### config.mk
export PLATFORM = sky130hd
export DESIGN_NAME = seg7_scan_arbiter
export DESIGN_NICKNAME = d
export VERILOG_FILES = /design/src/rtl/seg7_pkg.sv /design/src/rtl/seg7_decoder.sv /design/src/rtl/seg7_scan_arbiter.sv
export SDC_FILE = /design/constraint.sdc
export NUM_CORES = 1
export LEC_CHECK = 0
export CORE_ASPECT_RATIO = 0.9
export CORE_MARGIN = 2
export CORE_UTILIZATION = 50
export CTS_CLUSTER_DIAMETER = 30
export DETAILED_ROUTE_END_ITERATION = 10
export PLACE_DENSITY = 0.77
export SETUP_SLACK_MARGIN = 0.5
export SLEW_MARGIN = 40
export SYNTH_ARGS = -nofsm -noshare
export SYNTH_HDL_FRONTEND = slang
export SYNTH_SLANG_ARGS = --single-unit
### constraint.sdc
create_clock -name clk -period 4.4 [get_ports clk]
set_clock_uncertainty 0.15 [all_clocks]
set_input_delay 1.1 -clock clk [delete_from_list [all_inputs] [get_ports clk]]
set_output_delay 1.1 -clock clk [all_outputs]
set_load 0.02 [all_outputs]
### src/rtl/seg7_pkg.sv
// Shared constants for the seven-segment display blocks: symbol codes,
// active-low segment patterns {g,f,e,d,c,b,a}, one-cold digit enables
// and the display-owner state encoding.
package seg7_pkg;

  // Symbol codes beyond the decimal digits
  localparam logic [3:0] SYM_UP    = 4'd10;
  localparam logic [3:0] SYM_DOWN  = 4'd11;
  localparam logic [3:0] SYM_DASH  = 4'd12;
  localparam logic [3:0] SYM_BIG_P = 4'd13;
  localparam logic [3:0] SYM_EMPTY = 4'd14;

  // Active-low segment patterns, bit order {g,f,e,d,c,b,a}
  localparam logic [6:0] SEG_0     = 7'b100_0000;
  localparam logic [6:0] SEG_1     = 7'b111_1001;
  localparam logic [6:0] SEG_2     = 7'b010_0100;
  localparam logic [6:0] SEG_3     = 7'b011_0000;
  localparam logic [6:0] SEG_4     = 7'b001_1001;
  localparam logic [6:0] SEG_5     = 7'b001_0010;
  localparam logic [6:0] SEG_6     = 7'b000_0010;
  localparam logic [6:0] SEG_7     = 7'b111_1000;
  localparam logic [6:0] SEG_8     = 7'b000_0000;
  localparam logic [6:0] SEG_9     = 7'b001_0000;
  localparam logic [6:0] SEG_UP    = 7'b101_1100;
  localparam logic [6:0] SEG_DOWN  = 7'b110_0011;
  localparam logic [6:0] SEG_DASH  = 7'b011_1111;
  localparam logic [6:0] SEG_BIG_P = 7'b000_1100;
  localparam logic [6:0] SEG_BLANK = 7'b111_1111;

  // One-cold digit enables (active-low), digit 0 is the rightmost
  localparam logic [3:0] DIG_0   = 4'b1110;
  localparam logic [3:0] DIG_1   = 4'b1101;
  localparam logic [3:0] DIG_2   = 4'b1011;
  localparam logic [3:0] DIG_3   = 4'b0111;
  localparam logic [3:0] DIG_OFF = 4'b1111;

  // Display ownership state
  typedef enum logic [1:0] {
    IDLE  = 2'd0,
    OWN_A = 2'd1,
    OWN_B = 2'd2
  } owner_t;

  // Map a digit slot index to its one-cold enable
  function automatic logic [3:0] digit_onecold(input logic [1:0] idx);
    logic [3:0] d;
    case (idx)
      2'd0:    d = DIG_0;
      2'd1:    d = DIG_1;
      2'd2:    d = DIG_2;
      default: d = DIG_3;
    endcase
    return d;
  endfunction

endpackage

### src/rtl/seg7_decoder.sv
// Pure combinational 4-bit symbol code to active-low 7-segment pattern.
module seg7_decoder
  import seg7_pkg::*;
(
  input  logic [3:0] code,
  output logic [6:0] seg
);

  // Symbol lookup; codes 14 and 15 render blank
  always_comb begin
    seg = SEG_BLANK;
    case (code)
      4'd0:      seg = SEG_0;
      4'd1:      seg = SEG_1;
      4'd2:      seg = SEG_2;
      4'd3:      seg = SEG_3;
      4'd4:      seg = SEG_4;
      4'd5:      seg = SEG_5;
      4'd6:      seg = SEG_6;
      4'd7:      seg = SEG_7;
      4'd8:      seg = SEG_8;
      4'd9:      seg = SEG_9;
      SYM_UP:    seg = SEG_UP;
      SYM_DOWN:  seg = SEG_DOWN;
      SYM_DASH:  seg = SEG_DASH;
      SYM_BIG_P: seg = SEG_BIG_P;
      default:   seg = SEG_BLANK;
    endcase
  end

endmodule

### src/rtl/seg7_scan_arbiter.sv
// Owns the shared 4-digit seven-segment display: scans the digits,
// decodes the owning client's symbols and arbitrates ownership between
// a main view (A) and an overlay (B) at frame boundaries only.
//
// Request/grant semantics: req_a/req_b are levels sampled only at frame
// boundaries; gnt_a/gnt_b are registered, mutually exclusive and change
// only on the boundary tick. A client that drops req mid-frame keeps its
// grant and its digits until the next boundary. B wins a tie from IDLE;
// a contested holder is pre-empted only after HOLD_FRAMES frames.
module seg7_scan_arbiter
  import seg7_pkg::*;
#(
  parameter int unsigned SCAN_PERIOD = 131072,
  parameter int unsigned HOLD_FRAMES = 64
) (
  input  logic        clk,
  input  logic        rst,
  input  logic        req_a,
  input  logic [15:0] val_a,
  input  logic        req_b,
  input  logic [15:0] val_b,
  output logic        gnt_a,
  output logic        gnt_b,
  output logic        frame,
  output logic [3:0]  DIGIT,
  output logic [6:0]  DISPLAY
);

  localparam int TW = (SCAN_PERIOD > 1) ? $clog2(SCAN_PERIOD) : 1;
  localparam int HW = $clog2(HOLD_FRAMES) + 1;
  localparam logic [TW-1:0] TICK_LAST = TW'(SCAN_PERIOD - 1);
  localparam logic [HW-1:0] HOLD_MAX  = HW'(HOLD_FRAMES - 1);

  logic [TW-1:0] tick_cnt;
  logic          tick;
  logic [1:0]    idx;
  logic [1:0]    idx_nxt;
  logic          boundary;

  owner_t        state;
  owner_t        state_nxt;
  logic [HW-1:0] hold_cnt;
  logic [HW-1:0] hold_nxt;

  logic [15:0]   owner_val;
  logic [3:0]    nibble;
  logic [6:0]    seg;
  logic [6:0]    disp_nxt;

  assign tick     = (tick_cnt == TICK_LAST);
  assign idx_nxt  = idx + 2'd1;
  assign boundary = tick && (idx == 2'd3);
  assign frame    = boundary;
  assign gnt_a    = (state == OWN_A);
  assign gnt_b    = (state == OWN_B);

  // Digit-slot timer: counts 0..SCAN_PERIOD-1 and wraps
  always_ff @(posedge clk or posedge rst) begin
    if (rst) begin
      tick_cnt <= '0;
    end else if (tick) begin
      tick_cnt <= '0;
    end else begin
      tick_cnt <= tick_cnt + TW'(1);
    end
  end

  // Ownership state and hold counter register
  always_ff @(posedge clk or posedge rst) begin
    if (rst) begin
      state    <= IDLE;
      hold_cnt <= '0;
    end else begin
      state    <= state_nxt;
      hold_cnt <= hold_nxt;
    end
  end

  // Next owner and hold count, evaluated only at frame boundaries
  always_comb begin
    state_nxt = state;
    hold_nxt  = hold_cnt;
    if (boundary) begin
      case (state)
        IDLE: begin
          if (req_b)      state_nxt = OWN_B;
          else if (req_a) state_nxt = OWN_A;
        end
        OWN_A: begin
          if (!req_a)     state_nxt = req_b ? OWN_B : IDLE;
          else if (req_b && (hold_cnt >= HOLD_MAX)) state_nxt = OWN_B;
        end
        OWN_B: begin
          if (!req_b)     state_nxt = req_a ? OWN_A : IDLE;
          else if (req_a && (hold_cnt >= HOLD_MAX)) state_nxt = OWN_A;
        end
        default: state_nxt = IDLE;
      endcase
      if (state_nxt != state) begin
        hold_nxt = '0;
      end else if (hold_cnt < HOLD_MAX) begin
        hold_nxt = hold_cnt + HW'(1);
      end
    end
  end

  // Pick the symbol for the upcoming digit from the (possibly new) owner
  always_comb begin
    owner_val = 16'hFFFF;
    if (state_nxt == OWN_A)      owner_val = val_a;
    else if (state_nxt == OWN_B) owner_val = val_b;
    case (idx_nxt)
      2'd0:    nibble = owner_val[3:0];
      2'd1:    nibble = owner_val[7:4];
      2'd2:    nibble = owner_val[11:8];
      default: nibble = owner_val[15:12];
    endcase
    disp_nxt = (state_nxt == IDLE) ? SEG_BLANK : seg;
  end

  seg7_decoder u_decoder (
    .code (nibble),
    .seg  (seg)
  );

  // Scan position and pin registers, advanced on every tick
  always_ff @(posedge clk or posedge rst) begin
    if (rst) begin
      idx     <= 2'd3;
      DIGIT   <= DIG_OFF;
      DISPLAY <= SEG_BLANK;
    end else if (tick) begin
      idx     <= idx_nxt;
      DIGIT   <= digit_onecold(idx_nxt);
      DISPLAY <= disp_nxt;
    end
  end

endmodule

==> impl_summary.txt, run 1 <==
----------------------------------------------------
[Cells and area]
  Final-layout fill cell count ... around 420
  Diode count ... 0
  Fraction of layout cells with a size suffix above 1 ... 20.9%
  Final non-filler cell total ... 411
  Layout area overhead ... 30.2%
  Number of nets in the layout ... 396

[Drt]
  Via total after detailed routing ... 2443
  Metal3 WL ... approximately 360 um
  Antenna viol nets, final ... 0
  Post-route DRC violation count ... 0
  Post-DR wirelength/cell ... 15.7 um
  1st-iter DRT viols ... 124
  Number of optimization iterations in the first detailed-route pass ... 4
  Total length of routed met2 wires ... 3.06 mm
  Detailed-route vias per instance ... ~6
  Routed metal-1 wirelength ... about 3 mm
  Highest routed layer ... met4
  Total length of routed wires ... 6.46 mm

[Global routing]
  Number of global-route vias before repair ... 2351
  Antenna violations before repair ... 0
  Pin count of the biggest net entering global routing ... 34
  Gr ovfl total ... 0
  Overall fraction of global-route tracks in use ... roughly 23%
  First-pass GRT wire length ... 10.7 mm

[Setup path]
  Data required time of the worst path ... between 4000 and 5000 ps
  Buffer and inverter count on the worst path ... 2
  Category of the worst setup path capture point ... flop
  Minimum setup slack among reg-to-reg paths ... 670 ps
  Kind of critical path ... reg2reg
  Crit-path most repeated cell ... and3_4
  Critical Path, Cell by Cell ... and3_1 > and3_4 > nand4_1 > nor2_2 > and3_4 > ha_4 > and3_4 > o21ai_2 > or3_4 > o221a_4 > a211oi_4 > buf_6 > ha_1 > inv_1 > mux2i_1 > o22ai_1 > nor2_1
  Worst-path cell with the longest stage delay ... or3_4
  Largest fanout on the critical path ... 7
  Top delay family on crit path ... simple AND/OR/NAND/NOR gates
  Worst EP arrival ... 3800 ps
  Sort of element at the start of the critical path ... flop
  Maximum single-stage delay on the critical path ... 440 ps

[Logic synthesis]
  Cell variety after synth ... 62
  Gate count of the mapped netlist ... 281
  Synthesis Warnings ... 0
  Post-synthesis instance area ... between 2000 and 3000 um2
  Fraction of synthesis flops using an asynchronous set or reset pin ... 100%
  Total of flip-flops plus latches after synthesis ... 39
  Number of flops mapped to enable cells by yosys ... 0
  Portion of the post-synthesis area used by sequential elements ... 36.6%
  Number of nets in the synthesized netlist ... 334
  Synth Area per Inst ... 9.64 um2
  Predominant post-synthesis flop cell ... dfrtp_1

[STA]
  Worst slew margin ... 58.3%
  Final critical path time including I/O delays and setup ... 3730 ps
  Setup-failing EPs final ... 0
  Maximum operating frequency ... ~270 MHz
  Crit share post-route ... 84.7%
  Unrepaired setup endpoints after global routing ... true
  Final-layout setup total negative slack ... 0 ps
  Worst hold slack after final layout ... 292 ps
  Max-slew violation count ... 0
  Count of final hold-check violations ... 0
  Transition time at the pin with the least slew margin ... between 600 and 700 ps

[Die]
  Starting utilization of the core area ... 51.5%
  Total number of placement rows ... 25
  Height of the chip ... approximately 74 um
  Top-Level Pins ... 50
  Core Region ... 5260 um2
  Width of the die ... 81.6 um
  Total Die Area ... 6020 um2

[Clocking]
  Number of clock buffers inserted by TritonCTS ... 5
  Clock tree from TritonCTS ... built
  Maximum root-to-sink buffer count ... 2
  Hold bufs inserted after CTS ... 0
  Library cell used as clock root buffer ... clkbuf_8
  CTS clk-pin slew, worst paths ... 80 ps
  Number of H-tree levels ... 2
  Insertion delay to the later sink of the worst-skew pair ... around 290 ps
  Clock Sinks ... 39

[Place]
  Cell count after placement ... 391
  Final HPWL DP ... 4.63 mm
  GP Congestion ... 0.939
  Count of input and output buffers ... between 40 and 50

[Power and ir drop]
  Power share of the sequential group ... ~51%
  Overall power ... 0.000714 W
  Worst supply voltage drop on vdd ... between 200 and 250 uV
  Lkg Pwr ... ~1.4 nW
  Clock power frac ... 41.6%
  Cell internal pwr ... 0.000562 W
  Psw ... 0.000152 W
  Ratio of total power to cell area ... 202 nW/um2
  Logic pwr share ... about 7.6%
  Share of total power consumed by net switching ... roughly a fifth

[Hold path]
  Hold Path Class ... reg2reg

[Status]
  Run status ... completed

[Run]
  Maximum Capacitance Violations ... 0

----------------------------------------------------
[what timing repair did]
action,4_1_cts,5_1_grt
setup endpoints to repair,8,8
buffers inserted,2,9
gates cloned,0,1
pin swaps,1,8
gates resized for setup,5,17
[logic make-up after synthesis]
family,Yosys count,synth area share (%)
fa+ha+maj,17,7.85
xor+xnor,15,4.85
buf+inv,29,5.73
simple gates,107,21.7
compound gates,66,20.3
flops,39,36.6
mux,8,2.96
[layer usage]
layer / vias to the layer above / GRT usage (%)
li1: 1157 / -
met1: 1210 / 32.3
met2: 68 / 35.7
met3: 8 / 4.18
met4: 0 / 7.04
met5: - / 0
[per-stage QoR]
step | util [%] | setup slack [ps] | area [um2]
after global placement | 61.8 | 186 | 3250
final | 67.1 | 673 | 3530
after detailed placement | 61.8 | 121 | 3250
after CTS | 64.5 | 506 | 3390
after global routing | 67.1 | 430 | 3530
after floorplan | - | 527 | 2720
[cell usage after synthesis (3+ instances only)]
master	number	area [um2]
nand2_1	9	33.8
o41ai_1	6	52.6
mux2i_1	8	80.1
a211oi_1	3	22.5
nand3_1	9	45.0
o21ai_0	9	45.0
o22ai_1	4	25.0
nor3_1	5	25.0
xnor2_1	4	35.0
o221a_1	3	33.8
nor2_1	32	120
dfrtp_1	26	651
nor2b_1	9	56.3
inv_1	15	56.3
or3_1	6	37.5
ha_1	17	213
nand4_1	5	31.3
xor2_1	11	96.3
o221ai_1	4	35.0
a21oi_1	11	55.1
and3_1	6	37.5
or4_1	3	22.5
nor4_1	4	25.0
buf_6	5	56.3
and2_1	3	18.8
dfstp_2	13	342
clkbuf_1	5	18.8
a31oi_1	3	18.8
[worst register-to-register path, stage by stage (launching register included)]
cell and delay [ps]:
dfrtp_1 390, and3_1 180, and3_4 200, nand4_1 140, nor2_2 150, and3_4 200
ha_4 170, and3_4 190, o21ai_2 90, or3_4 440, o221a_4 260, a211oi_4 280
buf_6 160, ha_1 220, inv_1 80, mux2i_1 70, o22ai_1 190, nor2_1 60
[power groups by stage]
stage	Combinational (W)	Sequential, W	Clock [W]
2_1_floorplan	0.0000189	0.000366	0
6_report	0.0000545	0.000362	0.000297
3_5_place_dp	0.0000540	0.000369	0
5_1_grt	0.0000593	0.000362	0.000322
3_3_place_gp	0.0000534	0.000369	0
4_1_cts	0.0000544	0.000362	0.000307
[state kept, by name, summed over array words and instances (netlist names)]
signal and flops:
DISPLAY 7, hold_cnt 7, tick_cnt 17, state 2, idx 2, DIGIT 4
[worst paths after layout]
check                                      start                 endpoint  cells after the start
max                        tick_cnt[4]$_DFF_PP0_   DISPLAY[4]$_DFFE_PP1N_                     17
min                        tick_cnt[0]$_DFF_PP0_    tick_cnt[0]$_DFF_PP0_                      1
max reg2reg                tick_cnt[4]$_DFF_PP0_   DISPLAY[4]$_DFFE_PP1N_                     17
min reg2reg                tick_cnt[0]$_DFF_PP0_    tick_cnt[0]$_DFF_PP0_                      1
max in group asynchronous                    rst   DISPLAY[1]$_DFFE_PP1N_                      3
min in group asynchronous                    rst  hold_cnt[3]$_DFFE_PP0P_                      2
[area by class of cell]
class                   instances  area (um2)  share of cell area, %
clock inverters                 3        42.5                   1.21
flip-flops and latches         39         993                   28.2
multi-input cells             214        1650                   46.7
inverters                      16        63.8                   1.81
clock buffers                   5        68.8                   1.95
well taps                      67        83.8                   2.38
repair buffers                 67         628                   17.8
[layout by cell type, fill, tap and decap left out, drive strengths merged, types with 9 or more instances in the layout]
master / n
xor2: 11
o21ai: 10
a21oi: 11
nor2b: 9
dfrtp: 26
nand3: 9
nor2: 32
clkdlybuf4s50: 48
dfstp: 13
buf: 18
nand2: 10
inv: 16
ha: 17
Power figures use the tool's default switching activity.
==> run 2, diff against run 1 <==
- clock period: 4.4 -> 3.44 ns (I/O delays scaled with it)
==> run 2 against run 1 <==
Against the previous run:
- the run now ends with setup timing left
- non-clock buffer count is 52 higher
- worst setup slack worse by 930 ps
- register-to-register slack worse by 930 ps
- sequential power is 28% higher
- via count is 10% higher
- cell area is 19% higher
- utilization is 13 points higher
- global-route usage is 4.7 points higher
- clock-buffer cell count is 2 higher
- largest power group unchanged
==> impl_summary.txt, run 2 (synthesis results as in run 1) <==
----------------------------------------------------
[Die]
  Height of the chip ... roughly 74 um
  Starting utilization of the core area ... 51.5%
  Core Region ... 5260 um2
  Width of the die ... 81.6 um
  Top-Level Pins ... 50
  Total number of placement rows ... 25
  Total Die Area ... 6020 um2

[Power and ir drop]
  Ratio of total power to cell area ... 208 nW/um2
  Lkg Pwr ... approximately 1.8 nW
  Worst supply voltage drop on vdd ... 256 uV

[Setup path]
  Minimum setup slack among reg-to-reg paths ... -250 ps
  Sort of element at the start of the critical path ... flop
  Largest fanout on the critical path ... 7
  Kind of critical path ... reg2reg
  Category of the worst setup path capture point ... flop
  Data required time of the worst path ... 3480 ps
  Worst EP arrival ... 3740 ps

[STA]
  Max-slew violation count ... 0
  Count of final hold-check violations ... 0
  Unrepaired setup endpoints after global routing ... true
  Final worst-path setup slack ... -254 ps
  Worst slew margin ... roughly 67%
  Setup-failing EPs final ... 7
  Maximum operating frequency ... 271 MHz
  Final critical path time including I/O delays and setup ... ~3700 ps
  Transition time at the pin with the least slew margin ... between 400 and 500 ps
  Crit share post-route ... 107%

[Cells and area]
  Largest registers ... tick_cnt: 17 flops, DISPLAY: 7 flops, hold_cnt: 7 flops
  Final design area excluding fillers ... 4210 um2
  Final non-filler cell total ... 462
  Multi-input gate area ... roughly 1900 um2
  Most frequent standard cell in the layout excluding fill and tap cells ... buf_4
  Register with the most flip-flops ... tick_cnt
  Largest register FFs ... 17
  Commonest cells after routing, fill and taps aside ... 51 x buf_4, 48 x clkdlybuf4s50_1, 29 x nor2_1
  Final-layout fill cell count ... 295
  Post-layout util ... between 80% and 90%
  Diode count ... 0
  Fraction of layout cells with a size suffix above 1 ... approximately 40%
  Number of nets in the layout ... 447
  Sequential cell area in the final layout ... 992 um2
  Layout area overhead ... 55.5%

[Clocking]
  Clock Sinks ... 39
  Clock tree from TritonCTS ... built
  Maximum root-to-sink buffer count ... 2
  Number of H-tree levels ... 2
  Insertion delay to the later sink of the worst-skew pair ... 300 ps
  Hold bufs inserted after CTS ... 0
  Library cell used as clock root buffer ... clkbuf_8
  CTS clk-pin slew, worst paths ... 80 ps
  Number of clock buffers inserted by TritonCTS ... 5

[Drt]
  Total length of routed wires ... 8.59 mm
  Routed metal-1 wirelength ... 3.58 mm
  Detailed-route vias per instance ... 5.84
  1st-iter DRT viols ... 160
  Post-route DRC violation count ... 0
  Antenna viol nets, final ... 0
  Total length of routed met2 wires ... around 4.3 mm
  Via total after detailed routing ... 2696
  Metal3 WL ... 483 um
  Number of optimization iterations in the first detailed-route pass ... 4
  Highest routed layer ... met4
  Post-DR wirelength/cell ... 18.6 um

[Place]
  Final HPWL DP ... between 5 and 6 mm
  Placement Cell Area ... 3580 um2
  Cell count after placement ... between 400 and 500
  Count of input and output buffers ... a little under 50
  GP Congestion ... 0.832

[Global routing]
  Overall fraction of global-route tracks in use ... 27.5%
  Antenna violations before repair ... 0
  Pin count of the biggest net entering global routing ... 40
  Number of global-route vias before repair ... roughly 2600
  First-pass GRT wire length ... 12.4 mm
  Gr ovfl total ... 0

[Hold path]
  Hold Path Class ... reg2reg

[Status]
  Run status ... complete, but fails checks
  Violations in the final reports ... setup timing

[Run]
  Maximum Capacitance Violations ... 0

----------------------------------------------------
==> run 2: changes by cell type in the layout (fill, tap and decap cells not counted), moves of 3 or more <==
cell,before,now
buf_4,17,51
buf_6,1,19
ha_1,16,12
o221ai_1,3,0
o22ai_1,4,1
o22ai_2,0,3
o41ai_1,6,2
o41ai_2,0,4
==> run 2: what timing repair did <==
item                                    4_1_cts  5_1_grt
endpoints found under the setup margin        8       11
endpoints found under the hold margin         0        0
resized for setup                            44       25
buffers inserted                             24        5
gates cloned                                  0        0
pin swaps                                    19       19
==> run 2: critical path: stages (launching register included) <==
cell and delay [ps]:
dfrtp_1 360, and3_4 190, and3_4 180, nand4_1 120
nor2_2 160, and3_4 210, ha_4 190, and3_4 220
o21ai_4 60, buf_4 150, o41ai_2 300, o22ai_2 190
a211oi_4 400, buf_6 170, ha_4 140, mux2i_1 60
a311oi_1 320
==> run 2: final timing paths <==
kind	from	cells after the start	endpoint
setup / recovery	tick_cnt[4]$_DFF_PP0_	16	DISPLAY[3]$_DFFE_PP1N_
hold / removal	DIGIT[2]$_DFFE_PP1N_	2	DIGIT[2]$_DFFE_PP1N_
setup reg to reg	tick_cnt[4]$_DFF_PP0_	16	DISPLAY[3]$_DFFE_PP1N_
hold reg to reg	DIGIT[2]$_DFFE_PP1N_	2	DIGIT[2]$_DFFE_PP1N_
max in group asynchronous	rst	3	DIGIT[2]$_DFFE_PP1N_
min in group asynchronous	rst	3	hold_cnt[3]$_DFFE_PP0P_
==> run 2: per-layer routing <==
| layer | vias up | global-route usage (%) |
|---|---|---|
| li1 | 1263 | - |
| met1 | 1310 | 34.2 |
| met2 | 97 | 45.6 |
| met3 | 26 | 6.27 |
| met4 | 0 | 12.0 |
| met5 | - | 0 |
==> run 2: power by group <==
group | switching [W] | total, W | internal, W
logic | 0.0000317 | 0.0000759 | 0.0000442
clock network | 0.000172 | 0.000338 | 0.000166
registers | 0.00000347 | 0.000463 | 0.000460
==> run 2: stage by stage <==
| stage | setup TNS, ps | hold slack, ps | setup WS (ps) | power (W) |
|---|---|---|---|---|
| floorplan | -1010 | 267 | -239 | 0.000493 |
| global placement | -1020 | 302 | -195 | 0.000542 |
| detailed placement | -1470 | 306 | -284 | 0.000543 |
| CTS | -373 | 322 | -102 | 0.000879 |
| global route | -2430 | 349 | -409 | 0.000910 |
| finish | -1250 | 318 | -254 | 0.000877 |
==> run 2: area by class of cell <==
class / instances / area share [%]
Clock buffer: 7 / 2.05
Clock inverter: 1 / 0.208
Inverter: 16 / 1.54
Multi-Input combinational cell: 213 / 44.6
Sequential cell: 39 / 23.6
Tap cell: 67 / 1.99
Timing Repair Buffer: 119 / 26.1
==> run 3, diff against run 2 <==
- ABC_AREA: unset -> 1
- CORE_UTILIZATION: 50 -> 25
- PLACE_DENSITY: 0.77 -> unset
==> run 3 against run 2 <==
Against the previous run:
- the run still ends with setup timing left
- clock power up 57%
- clock-buffer cell count down 2
- hold slack better by 20 ps
- via count up 6.3%
- critical path depth up 14
- worst setup slack worse by 110 ps
- sequential share of layout area unchanged
- first-iteration DRC count down 42%
- non-clock buffer count down 14
- critical endpoint is now DISPLAY[4]$_DFFE_PP1N_
- cell area unchanged
==> impl_summary.txt, run 3 <==
----------------------------------------------------
[Power and ir drop]
  Ratio of total power to cell area ... 250 nW/um2
  Lkg Pwr ... 2.06 nW
  Overall power ... 0.00105 W
  Worst supply voltage drop on vdd ... approximately 210 uV
  Psw ... 0.000211 W
  Clock power frac ... roughly 50%
  Cell internal pwr ... 0.000843 W
  Share of total power consumed by net switching ... between 20% and 30%
  Power share of the sequential group ... 43.6%
  Logic pwr share ... 6.0%

[Logic synthesis]
  Synthesis Warnings ... 0
  Top cells by area in the synthesized netlist ... dfrtp_1 24%, nand2_1 13%, dfstp_2 13%
  Total of flip-flops plus latches after synthesis ... 39
  Cell variety after synth ... 33
  Gate count of the mapped netlist ... roughly 390
  Area fraction of the dominant cell type after synthesis ... 23.9%
  Predominant post-synthesis flop cell ... dfrtp_1
  Leading area contributor after synthesis ... dfrtp_1
  Portion of the post-synthesis area used by sequential elements ... 36.4%
  Number of flops mapped to enable cells by yosys ... 0
  Commonest cells in the netlist ... 96 x nand2_1, 66 x inv_1, 43 x nand3_1
  Synth Area per Inst ... around 7 um2
  Cell with the most instances after synthesis ... nand2_1
  Fraction of synthesis flops using an asynchronous set or reset pin ... 100%
  Post-synthesis instance area ... between 2000 and 3000 um2
  Number of nets in the synthesized netlist ... 440

[Drt]
  Total length of routed wires ... 7.61 mm
  Detailed-route vias per instance ... 4.54
  1st-iter DRT viols ... between 90 and 100
  Post-DR wirelength/cell ... 12.1 um
  Antenna viol nets, final ... 0
  Post-route DRC violation count ... 0
  Number of optimization iterations in the first detailed-route pass ... 6
  Via total after detailed routing ... 2867

[STA]
  Worst slew margin ... around two thirds
  Final-layout setup total negative slack ... -2390 ps
  Unrepaired setup endpoints after global routing ... true
  Crit share post-route ... 111%
  Count of final hold-check violations ... 0
  Max-slew violation count ... 0
  Maximum operating frequency ... 263 MHz
  Setup-failing EPs final ... 8
  Final critical path time including I/O delays and setup ... 3800 ps
  Transition time at the pin with the least slew margin ... 508 ps
  Worst hold slack after final layout ... 338 ps
  Final worst-path setup slack ... -363 ps

[Setup path]
  Category of the worst setup path capture point ... flop
  Number of cells traversed by the worst register-to-register path ... 30
  Sort of element at the start of the critical path ... flop
  Maximum single-stage delay on the critical path ... 350 ps
  Source of the critical timing path ... tick_cnt[1]$_DFF_PP0_
  Launch point of the worst reg-to-reg path ... tick_cnt[1]$_DFF_PP0_
  Largest fanout on the critical path ... 7
  Worst-path cell with the longest stage delay ... dfrtp_1
  Data required time of the worst path ... 3510 ps
  Worst EP arrival ... around 3900 ps
  Kind of critical path ... reg2reg

[Die]
  Width of the die ... 114 um
  Starting utilization of the core area ... 25.4%
  Total Die Area ... around 12000 um2
  Total number of placement rows ... 36
  Top-Level Pins ... 50
  Height of the chip ... 103 um
  Core Region ... 10700 um2

[Place]
  GP Congestion ... ~0.90
  Final HPWL DP ... 5.24 mm
  Placement Cell Area ... 3600 um2
  Count of input and output buffers ... 49

[Cells and area]
  Number of nets in the layout ... 550
  Most frequent standard cell in the layout excluding fill and tap cells ... nand2_1
  Commonest cells after routing, fill and taps aside ... 80 x nand2_1, 58 x inv_1, 56 x buf_4
  Largest register FFs ... 17
  Final design area excluding fillers ... 4210 um2
  Fraction of layout cells with a size suffix above 1 ... around 30%
  Register with the most flip-flops ... tick_cnt
  Layout area overhead ... 54.4%
  Diode count ... 0
  Largest registers ... tick_cnt: 17 flops, DISPLAY: 7 flops, hold_cnt: 7 flops
  Final-layout fill cell count ... 1044

[Clocking]
  Number of clock buffers inserted by TritonCTS ... 5
  Number of H-tree levels ... 2
  CTS clk-pin slew, worst paths ... 60 ps
  Library cell used as clock root buffer ... clkbuf_16
  Insertion delay to the later sink of the worst-skew pair ... between 200 and 300 ps
  Clock tree from TritonCTS ... built
  Maximum root-to-sink buffer count ... 2
  Clock Sinks ... 39

[Run]
  Maximum Capacitance Violations ... 0

[Status]
  Run status ... complete, but fails checks
  Violations in the final reports ... setup timing

[Hold path]
  Hold path depth ... 2
  Hold path startpoint ... DIGIT[2]$_DFFE_PP1N_
  Hold Path Class ... reg2reg

[Global routing]
  Antenna violations before repair ... 0
  Pin count of the biggest net entering global routing ... 40
  Overall fraction of global-route tracks in use ... about an eighth
  Gr ovfl total ... 0
  Number of global-route vias before repair ... 2800
  First-pass GRT wire length ... 12.1 mm

----------------------------------------------------
-- run 3: changes by cell type in the layout (fill, tap and decap cells not counted), sizes merged, moves of 8 or more --
cell   previous run  this run
o21ai            10        19
nand3             9        45
inv              16        68
xor2             11         2
buf              71        57
nand2            10       106
mux2i             8         0
nor2             32        40
nor2b             9         0
-- run 3: cell families after synthesis --
family                   share of synthesized area (%)
buffers and inverters                             10.7
adder cells (fa/ha/maj)                           7.80
flip-flops                                        36.4
AND/OR/NAND/NOR                                   35.7
XOR/XNOR                                         0.642
AO/OA/AOI/OAI                                     8.72
-- run 3: cell type report --
cell class,count,area [um2],area share [%]
timing repair inverter,1,7.51,0.178
sequential,39,992,23.6
timing repair buffer,105,912,21.7
tap,133,166,3.95
clock inverter,3,43.8,1.04
inverter,69,268,6.36
multi-input combinational,276,1700,40.3
clock buffer,5,125,2.97
-- run 3: critical path, delay by kind of cell, from the launching register on --
family / cells / cell delay (ps)
buf+inv: 5 / 310
flops: 1 / 350
fa+ha+maj: 3 / 640
simple gates: 21 / 2010
compound gates: 1 / 280
-- run 3: power groups by stage --
stage,sequential (W),combinational [W],clock (W)
finish,0.000460,0.0000629,0.000532
global route,0.000459,0.0000700,0.000561
CTS,0.000459,0.0000643,0.000539
detailed placement,0.000467,0.0000639,0
global placement,0.000467,0.0000638,0
floorplan,0.000467,0.0000151,0
-- run 3: per-layer routing --
layer	share of wire, %	global-route usage (%)	vias up
met5	0	0	-
met4	1.8	4.69	0
met3	2.9	1.82	11
met2	52	24.9	61
met1	43	14.4	1353
li1	-	-	1442
-- run 3: path summary, 6_finish.rpt --
check | end | slack (ps)
worst max register to register | DISPLAY[4]$_DFFE_PP1N_ | -360
min in group asynchronous | hold_cnt[3]$_DFFE_PP0P_ | 860
worst max-delay path | DISPLAY[4]$_DFFE_PP1N_ | -360
max in group asynchronous | DISPLAY[0]$_DFFE_PP1N_ | 1900
worst min register to register | DIGIT[2]$_DFFE_PP1N_ | 340
worst min-delay path | DIGIT[2]$_DFFE_PP1N_ | 340
-- run 3: timing repair --
action                                  4_1_cts  5_1_grt
buffers inserted                             24        7
endpoints found under the setup margin       13       32
resized for setup                            21       38
endpoints found under the hold margin         0        0
hold buffers                                  0        0
gates cloned                                  1        2
pin swaps                                     6       25
-- run 3: through the flow --
step	util, %	setup slack (ps)	std cells
final	39.3	-363	631
after global routing	39.3	-645	631
after CTS	37.4	-248	622
after detailed placement	33.6	-327	589
after global placement	33.6	-290	589
after floorplan	-	-82.3	387
